`config.mk`:
```
export PLATFORM = sky130hd
export DESIGN_NAME = rx_byte_pack
export DESIGN_NICKNAME = d
export VERILOG_FILES = /design/src/rtl/rx_byte_pack.sv
export SDC_FILE = /design/constraint.sdc
export NUM_CORES = 1
export LEC_CHECK = 0
export BUFFER_PORTS_ARGS = -buffer_cell sky130_fd_sc_hd__buf_2
export CAP_MARGIN = 20
export CORE_UTILIZATION = 45
export CTS_CLUSTER_DIAMETER = 200
export DETAILED_ROUTE_END_ITERATION = 10
export PLACE_DENSITY = 0.68
export SETUP_SLACK_MARGIN = 0.15
export SYNTH_ARGS = -nofsm -noshare
export SYNTH_HDL_FRONTEND = slang
export SYNTH_SLANG_ARGS = --single-unit
```
`constraint.sdc`:
```
create_clock -name clk -period 4.6 [get_ports clk]
set_input_delay 1.15 -clock clk [delete_from_list [all_inputs] [get_ports clk]]
set_output_delay 1.15 -clock clk [all_outputs]
set_load 0.02 [all_outputs]
```
`src/rtl/rx_byte_pack.sv`:
```
// rx_byte_pack: parses the 24-bit SIGNAL field from the descrambled bit stream,
// skips the SERVICE bits, packs PSDU bits LSB-first into bytes and hands them
// out through a small show-ahead FIFO with a last-byte flag.
// Optional feature: define RX_BYTE_PACK_PARITY_CHK_EN to reject SIGNAL fields
// with bad even parity; otherwise only LENGTH==0 is rejected.
module rx_byte_pack #(
    parameter int SIG_BITS     = 24,
    parameter int SERVICE_BITS = 16,
    parameter int FIFO_DEPTH   = 4
) (
    input  logic        clk,
    input  logic        rst,
    input  logic        din,
    input  logic        din_vld,
    output logic        din_rdy,
    input  logic [7:0]  din_symb_cnt,
    output logic [7:0]  dout,
    output logic        dout_vld,
    input  logic        dout_rdy,
    output logic        dout_last,
    output logic [3:0]  sig_rate,
    output logic [11:0] sig_len,
    output logic        sig_vld,
    output logic        sig_err
);
    localparam int SigCntW  = $clog2(SIG_BITS + 1);
    localparam int ServCntW = $clog2(SERVICE_BITS + 1);
    localparam int PtrW     = $clog2(FIFO_DEPTH);
    localparam int CntW     = PtrW + 1;
    localparam logic [SigCntW-1:0]  SigLast  = SigCntW'(SIG_BITS - 1);
    localparam logic [ServCntW-1:0] ServLast = ServCntW'(SERVICE_BITS - 1);
    localparam logic [CntW-1:0]     FifoFull = CntW'(FIFO_DEPTH);

    typedef enum logic [2:0] {IDLE, SIG, SERV, DATA, DRAIN} state_t;

    state_t                r_state;
    state_t                w_state_nxt;
    logic [SIG_BITS-1:0]   r_sig_sr;
    logic [SigCntW-1:0]    r_sig_cnt;
    logic [ServCntW-1:0]   r_serv_cnt;
    logic [7:0]            r_acc;
    logic [2:0]            r_bit_cnt;
    logic [11:0]           r_byte_cnt;
    logic [3:0]            r_sig_rate;
    logic [11:0]           r_sig_len;
    logic                  r_sig_vld;
    logic                  r_sig_err;
    logic [8:0]            r_mem [FIFO_DEPTH];
    logic [PtrW-1:0]       r_wr_ptr;
    logic [PtrW-1:0]       r_rd_ptr;
    logic [CntW-1:0]       r_count;

    logic                  w_beat;
    logic                  w_is_sig;
    logic                  w_is_data;
    logic                  w_full;
    logic                  w_fifo_rd;
    logic                  w_fifo_wr;
    logic                  w_wr_last;
    logic [7:0]            w_wr_byte;
    logic                  w_sig_start;
    logic                  w_sig_done;
    logic                  w_sig_ok;
    logic                  w_parity_ok;
    logic [SIG_BITS-1:0]   w_sig_word;
    logic                  w_unused;

    assign w_full    = (r_count == FifoFull);
    assign din_rdy   = !w_full;
    assign w_beat    = din_vld && din_rdy;
    assign w_is_sig  = (din_symb_cnt == 8'd3);
    assign w_is_data = (din_symb_cnt > 8'd3);
    assign w_fifo_rd = (r_count != '0) && dout_rdy;

    // the complete SIGNAL word as it would look once the current bit is shifted in
    assign w_sig_word = {din, r_sig_sr[SIG_BITS-1:1]};
    assign w_wr_byte  = {din, r_acc[7:1]};
    assign w_wr_last  = ((r_byte_cnt + 12'd1) == r_sig_len);

`ifdef RX_BYTE_PACK_PARITY_CHK_EN
    assign w_parity_ok = ~(^w_sig_word[17:0]);
`else
    assign w_parity_ok = 1'b1;
`endif

    assign w_sig_ok = w_parity_ok && (w_sig_word[16:5] != 12'd0);
    assign w_unused = ^{r_sig_sr[0], w_sig_word[SIG_BITS-1:17], w_sig_word[4]};

    assign dout      = r_mem[r_rd_ptr][7:0];
    assign dout_vld  = (r_count != '0);
    assign dout_last = r_mem[r_rd_ptr][8] && dout_vld;
    assign sig_rate  = r_sig_rate;
    assign sig_len   = r_sig_len;
    assign sig_vld   = r_sig_vld;
    assign sig_err   = r_sig_err;

    // FSM state register
    always_ff @(posedge clk or posedge rst) begin
        if (rst) begin
            r_state <= IDLE;
        end else begin
            r_state <= w_state_nxt;
        end
    end

    // next-state logic; a symbol-3 beat mid-frame restarts SIGNAL parsing
    always_comb begin
        w_state_nxt = r_state;
        w_sig_start = 1'b0;
        w_sig_done  = 1'b0;
        w_fifo_wr   = 1'b0;
        if (w_beat) begin
            case (r_state)
                IDLE, DRAIN: begin
                    if (w_is_sig) begin
                        w_state_nxt = SIG;
                        w_sig_start = 1'b1;
                    end
                end
                SIG: begin
                    if (r_sig_cnt == SigLast) begin
                        w_sig_done  = 1'b1;
                        w_state_nxt = w_sig_ok ? SERV : DRAIN;
                    end
                end
                SERV: begin
                    if (w_is_sig && (r_serv_cnt != '0)) begin
                        w_state_nxt = SIG;
                        w_sig_start = 1'b1;
                    end else if (w_is_data && (r_serv_cnt == ServLast)) begin
                        w_state_nxt = DATA;
                    end
                end
                DATA: begin
                    if (w_is_sig) begin
                        w_state_nxt = SIG;
                        w_sig_start = 1'b1;
                    end else if (r_bit_cnt == 3'd7) begin
                        w_fifo_wr = 1'b1;
                        if (w_wr_last) begin
                            w_state_nxt = DRAIN;
                        end
                    end
                end
                default: w_state_nxt = IDLE;
            endcase
        end
    end

    // SIGNAL shifting, field latching, SERVICE skipping and byte packing
    always_ff @(posedge clk or posedge rst) begin
        if (rst) begin
            r_sig_sr   <= '0;
            r_sig_cnt  <= '0;
            r_serv_cnt <= '0;
            r_acc      <= '0;
            r_bit_cnt  <= '0;
            r_byte_cnt <= '0;
            r_sig_rate <= '0;
            r_sig_len  <= '0;
            r_sig_vld  <= 1'b0;
            r_sig_err  <= 1'b0;
        end else begin
            r_sig_vld <= 1'b0;
            r_sig_err <= 1'b0;
            if (w_sig_start) begin
                r_sig_sr   <= w_sig_word;
                r_sig_cnt  <= SigCntW'(1);
                r_serv_cnt <= '0;
                r_bit_cnt  <= '0;
                r_byte_cnt <= '0;
            end else if (w_beat) begin
                case (r_state)
                    SIG: begin
                        r_sig_sr  <= w_sig_word;
                        r_sig_cnt <= r_sig_cnt + SigCntW'(1);
                        if (w_sig_done) begin
                            if (w_sig_ok) begin
                                r_sig_rate <= w_sig_word[3:0];
                                r_sig_len  <= w_sig_word[16:5];
                                r_sig_vld  <= 1'b1;
                            end else begin
                                r_sig_err  <= 1'b1;
                            end
                        end
                    end
                    SERV: begin
                        if (w_is_data) begin
                            r_serv_cnt <= r_serv_cnt + ServCntW'(1);
                        end
                    end
                    DATA: begin
                        r_acc     <= w_wr_byte;
                        r_bit_cnt <= r_bit_cnt + 3'd1;
                        if (w_fifo_wr) begin
                            r_byte_cnt <= r_byte_cnt + 12'd1;
                        end
                    end
                    default: ;
                endcase
            end
        end
    end

    // show-ahead output FIFO; writes never collide with full because din_rdy gates them
    always_ff @(posedge clk or posedge rst) begin
        if (rst) begin
            r_wr_ptr <= '0;
            r_rd_ptr <= '0;
            r_count  <= '0;
            for (int i = 0; i < FIFO_DEPTH; i++) begin
                r_mem[i] <= '0;
            end
        end else begin
            if (w_fifo_wr) begin
                r_mem[r_wr_ptr] <= {w_wr_last, w_wr_byte};
                r_wr_ptr        <= r_wr_ptr + PtrW'(1);
            end
            if (w_fifo_rd) begin
                r_rd_ptr <= r_rd_ptr + PtrW'(1);
            end
            case ({w_fifo_wr, w_fifo_rd})
                2'b10:   r_count <= r_count + CntW'(1);
                2'b01:   r_count <= r_count - CntW'(1);
                default: r_count <= r_count;
            endcase
        end
    end
endmodule

```
[After elaboration in Yosys (flattened, before gate mapping)]
Index checks and enable logic that the tools add are counted.
Cells by class
  add/sub/neg operators: 8
  multiply operators: 0
  divide/modulo/power cells: 0
  $lt $le $gt $ge: 4
  eq/ne operators: 17
  shifts and indexed selects: 0
  multiplexer cells: 54
  bitwise logic cells: 3
  reduce and logical (&&, ||, !) cells: 27
Operators with widths (count)
  two-way mux 24 bit: 3
  two-way mux 12 bit: 4
  bitwise mux 36 bit: 1
  two-way mux 5 bit: 7
  two-way mux 3 bit: 11
  two-way mux 9 bit: 3
  two-way mux 1 bit: 20
  binary-select mux 9 bit (select 2 bit): 1
  demux 9 bit (select 2 bit): 1
  nonzero test 2 bit: 7
  adder 12 x 1 -> 12 bit (second input constant): 1
  == test 12 bit: 1
  one-hot mux 3 bit (4 select lines): 1
  nonzero test 12 bit: 1
  adder 5 x 1 -> 5 bit (second input constant): 2
  == test 3 bit (second input constant): 3
  != test 3 bit (second input constant): 3
  AND reduction 3 bit: 3
  == test 8 x 2 -> 1 bit (second input constant): 1
  > comparator 8 x 2 -> 1 bit (second input constant): 1
  adder 3 x 1 -> 3 bit (second input constant): 2
  == test 3 x 2 -> 1 bit (second input constant): 2
  >= comparator 3 bit (second input constant): 2
  logical AND 1 bit: 6
  other kinds (22): 26
Storage, ports and cells
  bits in registers: 121
  bits in latches: 0
  RAM bits: 0
  ROM bits: 0
  bits of input ports: 13
  output and inout port bits: 29
  word-level logic and storage cells: 131
  memories: 0

[Depth between registers and ports, before layout]
  depth in word-level cells: 9
  depth in mapped cells: 12
  mapped depth without buffers: 10

[Worst setup path before layout]
Ideal clock, no wire load.
  path type: input -> register
  start: in din_symb_cnt[6]
  end: reg r_count[2]
  data arrival time: 3.334 ns
  data required time: 4.521 ns
  setup slack: 1.187 ns
  stages: 12
  cells stage by stage: nor4_1 -> a211oi_1 -> and3_1 -> clkbuf_1 -> inv_2 -> buf_2 -> ha_1 -> inv_1 -> fa_1 -> xor2_1 -> nor2_1 -> xor2_1
On the way
  longest elaborated chain between the ends: 6
  elaborated cells between the ends (all ways): 8
RTL lines
  from (decl): line 16  | input logic [7:0] din_symb_cnt,
  == test 8 x 2 -> 1 bit *: line 71  | assign w_is_sig = (din_symb_cnt == 8'd3);
  two-way mux 1 bit *: line 135  | if (w_is_sig) begin
  two-way mux 1 bit *: line 113  | case (r_state)
  two-way mux 1 bit *: line 112  | if (w_beat) begin
  == test 2 x 1 -> 1 bit or == test 2 bit (tied branches): line 222  | case ({w_fifo_wr, w_fifo_rd})
  one-hot mux 3 bit (2 select lines) or nonzero test 2 bit (tied branches)
  to (signal assigned): line 223  | 2'b10: r_count <= r_count + CntW'(1);
  to (signal assigned): line 224  | 2'b01: r_count <= r_count - CntW'(1);
  to (signal assigned): line 225  | default: r_count <= r_count;
  to (decl): line 51  | logic [CntW-1:0] r_count;
Every way passes the cells marked *; elsewhere a longest branch is shown, timed or not.
A chain may end at the register's enable or synchronous reset.

[Worst setup path in the final report]
Ends and elaborated chain as after synthesis.

==> out/qor.yml <==
critical_path:
  cp_max_fo: 17
  cp-start-kind: "input pin"
  worst-endpoint-arrival_ns: 3.83
  worstSetupEndpointType: "flop"
  worstSetupPathType: "input pin to flop"
  critPathRequiredTime_ns: 4.93
pwr:
  seqPwrFrac: 0.395
  clock_network_fraction_of_total_power: 0.477
  cellPowerDensity_nw_per_um2: 472
  total_switching_power_w: 0.000756
  p_leak_nw: 3.26
  ir_drop_mv: 0.354
  internal_power_w: 0.00241
  swShare: 0.239
  combinationalPowerShare: 0.128
routing:
  totalWireLength_mm: 10.5
  dr_total_vias: 3551
  wire_per_inst_um: 15.6
  drt_iter0_drc: 238
  ant_nets: 0
  drt_drc_violations_left: 0
  vias_per_cell: 5.26
  drt_pass1_iterations: 4
cts:
  cts_repair_resize_count: 0
  clock_insertion_delay_worst_skew_ns: 0.40
  postCtsHoldBufs: 0
  max_clock_buf_depth: 2
  cts.htree.levels: 4
  cts-root-buf: "sky130_fd_sc_hd__clkbuf_16"
  cts.reportedPaths.clkPinSlew_ns: 0.05
  cts.sinks: 119
  cts_setup_buffers: 0
  tritoncts: "yes"
  numCtsBuffers: 17
logic_synthesis:
  postSynthNetCount: 470
  synth_enable_flop_cells: 0
  synthesized_area_um2: 5620
  ys_seq_elements: 119
  dominantRegCellSynth: "sky130_fd_sc_hd__dfrtp_1"
  sequential_cell_area_fraction_in_the_yosys_report: 0.530
  synth_largest_area_cell: "sky130_fd_sc_hd__dfrtp_1"
  synth_largest_type_area_fraction: 0.530
  synthCells: 443
  synth.yosys.warnings: 0
  postSynthAreaPerCell_um2: 12.7
  synth_most_common_cell: "sky130_fd_sc_hd__dfrtp_1"
  synth.top_cells.by_count: "sky130_fd_sc_hd__dfrtp_1, sky130_fd_sc_hd__mux2_2, sky130_fd_sc_hd__nand2_1, sky130_fd_sc_hd__nor2_1, sky130_fd_sc_hd__o21ai_0"
  async_flop_share: 1.00
  yosysUniqueCellTypes: 52
  cell_types_with_the_largest_area_share_after_synthesis: "sky130_fd_sc_hd__dfrtp_1, sky130_fd_sc_hd__mux2_2, sky130_fd_sc_hd__mux4_2"
final_layout:
  area_growth_pct: 19.5
  antenna_cells_inserted: 0
  finalNetCount: 521
  drive_gt1_frac: 0.351
timing:
  finalHoldViolations: 0
  fin_hold_ws_ns: 0.483
  final.setup_skew_ns: 0.00453
  finalSetupViolations: 0
  relSlewSlack: 0.359
  transition_time_at_the_pin_with_the_least_slew_margin_ns: 0.958
  setup_tns_ns: 0
  rsz0062_at_grt: "false"
  timing.final.crit_share: 0.762
  post-route-min-period_ns: 3.50
  max_freq_mhz: 285
  finalMaxSlewViolations: 0
global_routing:
  grt_antenna_before_repair: 0
  grt_overflow: 0
  track_usage: 0.185
  grt_start_max_net_pins: 83
  first_pass_grt_wire_length_mm: 18.1
  first_global_vias: 3611
run:
  max-cap-violations: 0
placed_design:
  finalWeightedCongestion: 0.870
  place.detailed.hpwl_mm: 7.07
  io_buffer_count: 41
floorplanning:
  die_area_um2: 12900
  design.core.area_um2: 12100
  initial_utilization: 0.464
  design.portCount: 42
  chipHeight_um: 114
  floorplan.rows: 40
  die-width_um: 114
hold_path:
  worst_hold_path_type: "flop to flop"
outcome:
  status: "finished clean"
sequential cells by signal, indices dropped and copies added, names as in the netlist, 3 cells and up:
name / count
r_count: 3
r_bit_cnt: 3
r_sig_sr: 23
r_byte_cnt: 12
r_acc: 7
r_mem: 36
r_state: 3
sig_rate: 4
sig_len: 12
r_serv_cnt: 5
r_sig_cnt: 5
cell type report:
type | instances | area (um^2)
Sequential cell | 119 | 2980
Fill cell | 1017 | 5400
Tap cell | 168 | 210
Clock buffer | 20 | 467
Timing Repair Buffer | 47 | 270
Clock inverter | 12 | 220
Inverter | 11 | 43.8
Multi-Input combinational cell | 298 | 2530
per-stage QoR:
step	instance area (um^2)	cells	worst slack (ns)	utilization	power, W
4_1_cts	6690	674	1.14	0.552	0.00320
2_1_floorplan	5620	443	0.293	-	0.00157
6_report	6720	675	1.10	0.554	0.00317
5_1_grt	6720	675	0.910	0.554	0.00331
3_5_place_dp	6000	642	0.728	0.495	0.00167
3_3_place_gp	6000	642	0.855	0.495	0.00165
worst paths after layout:
| check | start | to | slack [ns] | depth (start not counted) |
|---|---|---|---|---|
| max | din_symb_cnt[6] | r_count[2] | 1.10 | 11 |
| min | r_mem[0] | r_mem[0] | 0.48 | 1 |
| max reg2reg | r_count[1] | r_count[2] | 1.75 | 10 |
| min reg2reg | r_mem[0] | r_mem[0] | 0.48 | 1 |
| max in group asynchronous | rst | r_sig_cnt[0] | 3.08 | 4 |
| min in group asynchronous | rst | r_mem[3] | 0.63 | 2 |
cells by family (layout without fill, tap and decap cells):
| family | after synthesis | count (layout) | synth area share |
|---|---|---|---|
| AOI/OAI and AO/OA | 44 | 44 | 0.0477 |
| and+or+nand+nor | 114 | 114 | 0.111 |
| buffers and inverters | 26 | 90 | 0.0203 |
| DFF | 119 | 119 | 0.530 |
| adders and majority gates | 14 | 14 | 0.0325 |
| xor gates and xnor gates | 32 | 32 | 0.0523 |
| muxes | 94 | 94 | 0.206 |
routing by layer:
metal  global-route usage  up-vias  share of wire
li1                     -     1685              -
met1                0.243     1793           0.47
met2                0.287       68           0.48
met3               0.0648        5          0.044
met4               0.0605        0         0.0053
met5                    0        -              0
cell usage in the layout (no fill, tap or decap), types with 6 or more instances in the layout:
cell / synthesis / layout
sky130_fd_sc_hd__nor2_1: 28 / 28
sky130_fd_sc_hd__xor2_1: 14 / 14
sky130_fd_sc_hd__mux4_2: 9 / 9
sky130_fd_sc_hd__nor4_1: 6 / 6
sky130_fd_sc_hd__nand2_1: 28 / 28
sky130_fd_sc_hd__buf_2: 7 / 41
sky130_fd_sc_hd__inv_1: 10 / 9
sky130_fd_sc_hd__bufinv_16: 0 / 6
sky130_fd_sc_hd__nand3_1: 8 / 8
sky130_fd_sc_hd__mux2_2: 77 / 77
sky130_fd_sc_hd__clkbuf_16: 0 / 17
sky130_fd_sc_hd__ha_1: 13 / 13
sky130_fd_sc_hd__dfrtp_1: 119 / 119
sky130_fd_sc_hd__xnor2_1: 17 / 17
sky130_fd_sc_hd__o21ai_0: 25 / 25
sky130_fd_sc_hd__mux2_1: 6 / 6
sky130_fd_sc_hd__and2_1: 8 / 8
power groups by stage:
stage | sequential, W | combinational, W | clock [W]
after global placement | 0.00126 | 0.000389 | 0
final | 0.00125 | 0.000407 | 0.00151
after floorplan | 0.00124 | 0.000330 | 0
after global routing | 0.00127 | 0.000458 | 0.00159
after detailed placement | 0.00127 | 0.000401 | 0
after CTS | 0.00125 | 0.000407 | 0.00154
worst max-delay path, stage by stage:
cell	delay, ns
sky130_fd_sc_hd__buf_2	0.10
sky130_fd_sc_hd__nor4_1	0.54
sky130_fd_sc_hd__a211oi_1	0.24
sky130_fd_sc_hd__and3_1	0.42
sky130_fd_sc_hd__inv_2	0.30
sky130_fd_sc_hd__ha_1	0.24
sky130_fd_sc_hd__inv_1	0.06
sky130_fd_sc_hd__fa_1	0.37
sky130_fd_sc_hd__xor2_1	0.15
sky130_fd_sc_hd__nor2_1	0.11
sky130_fd_sc_hd__xor2_1	0.15
Power figures use the tool's default switching activity.
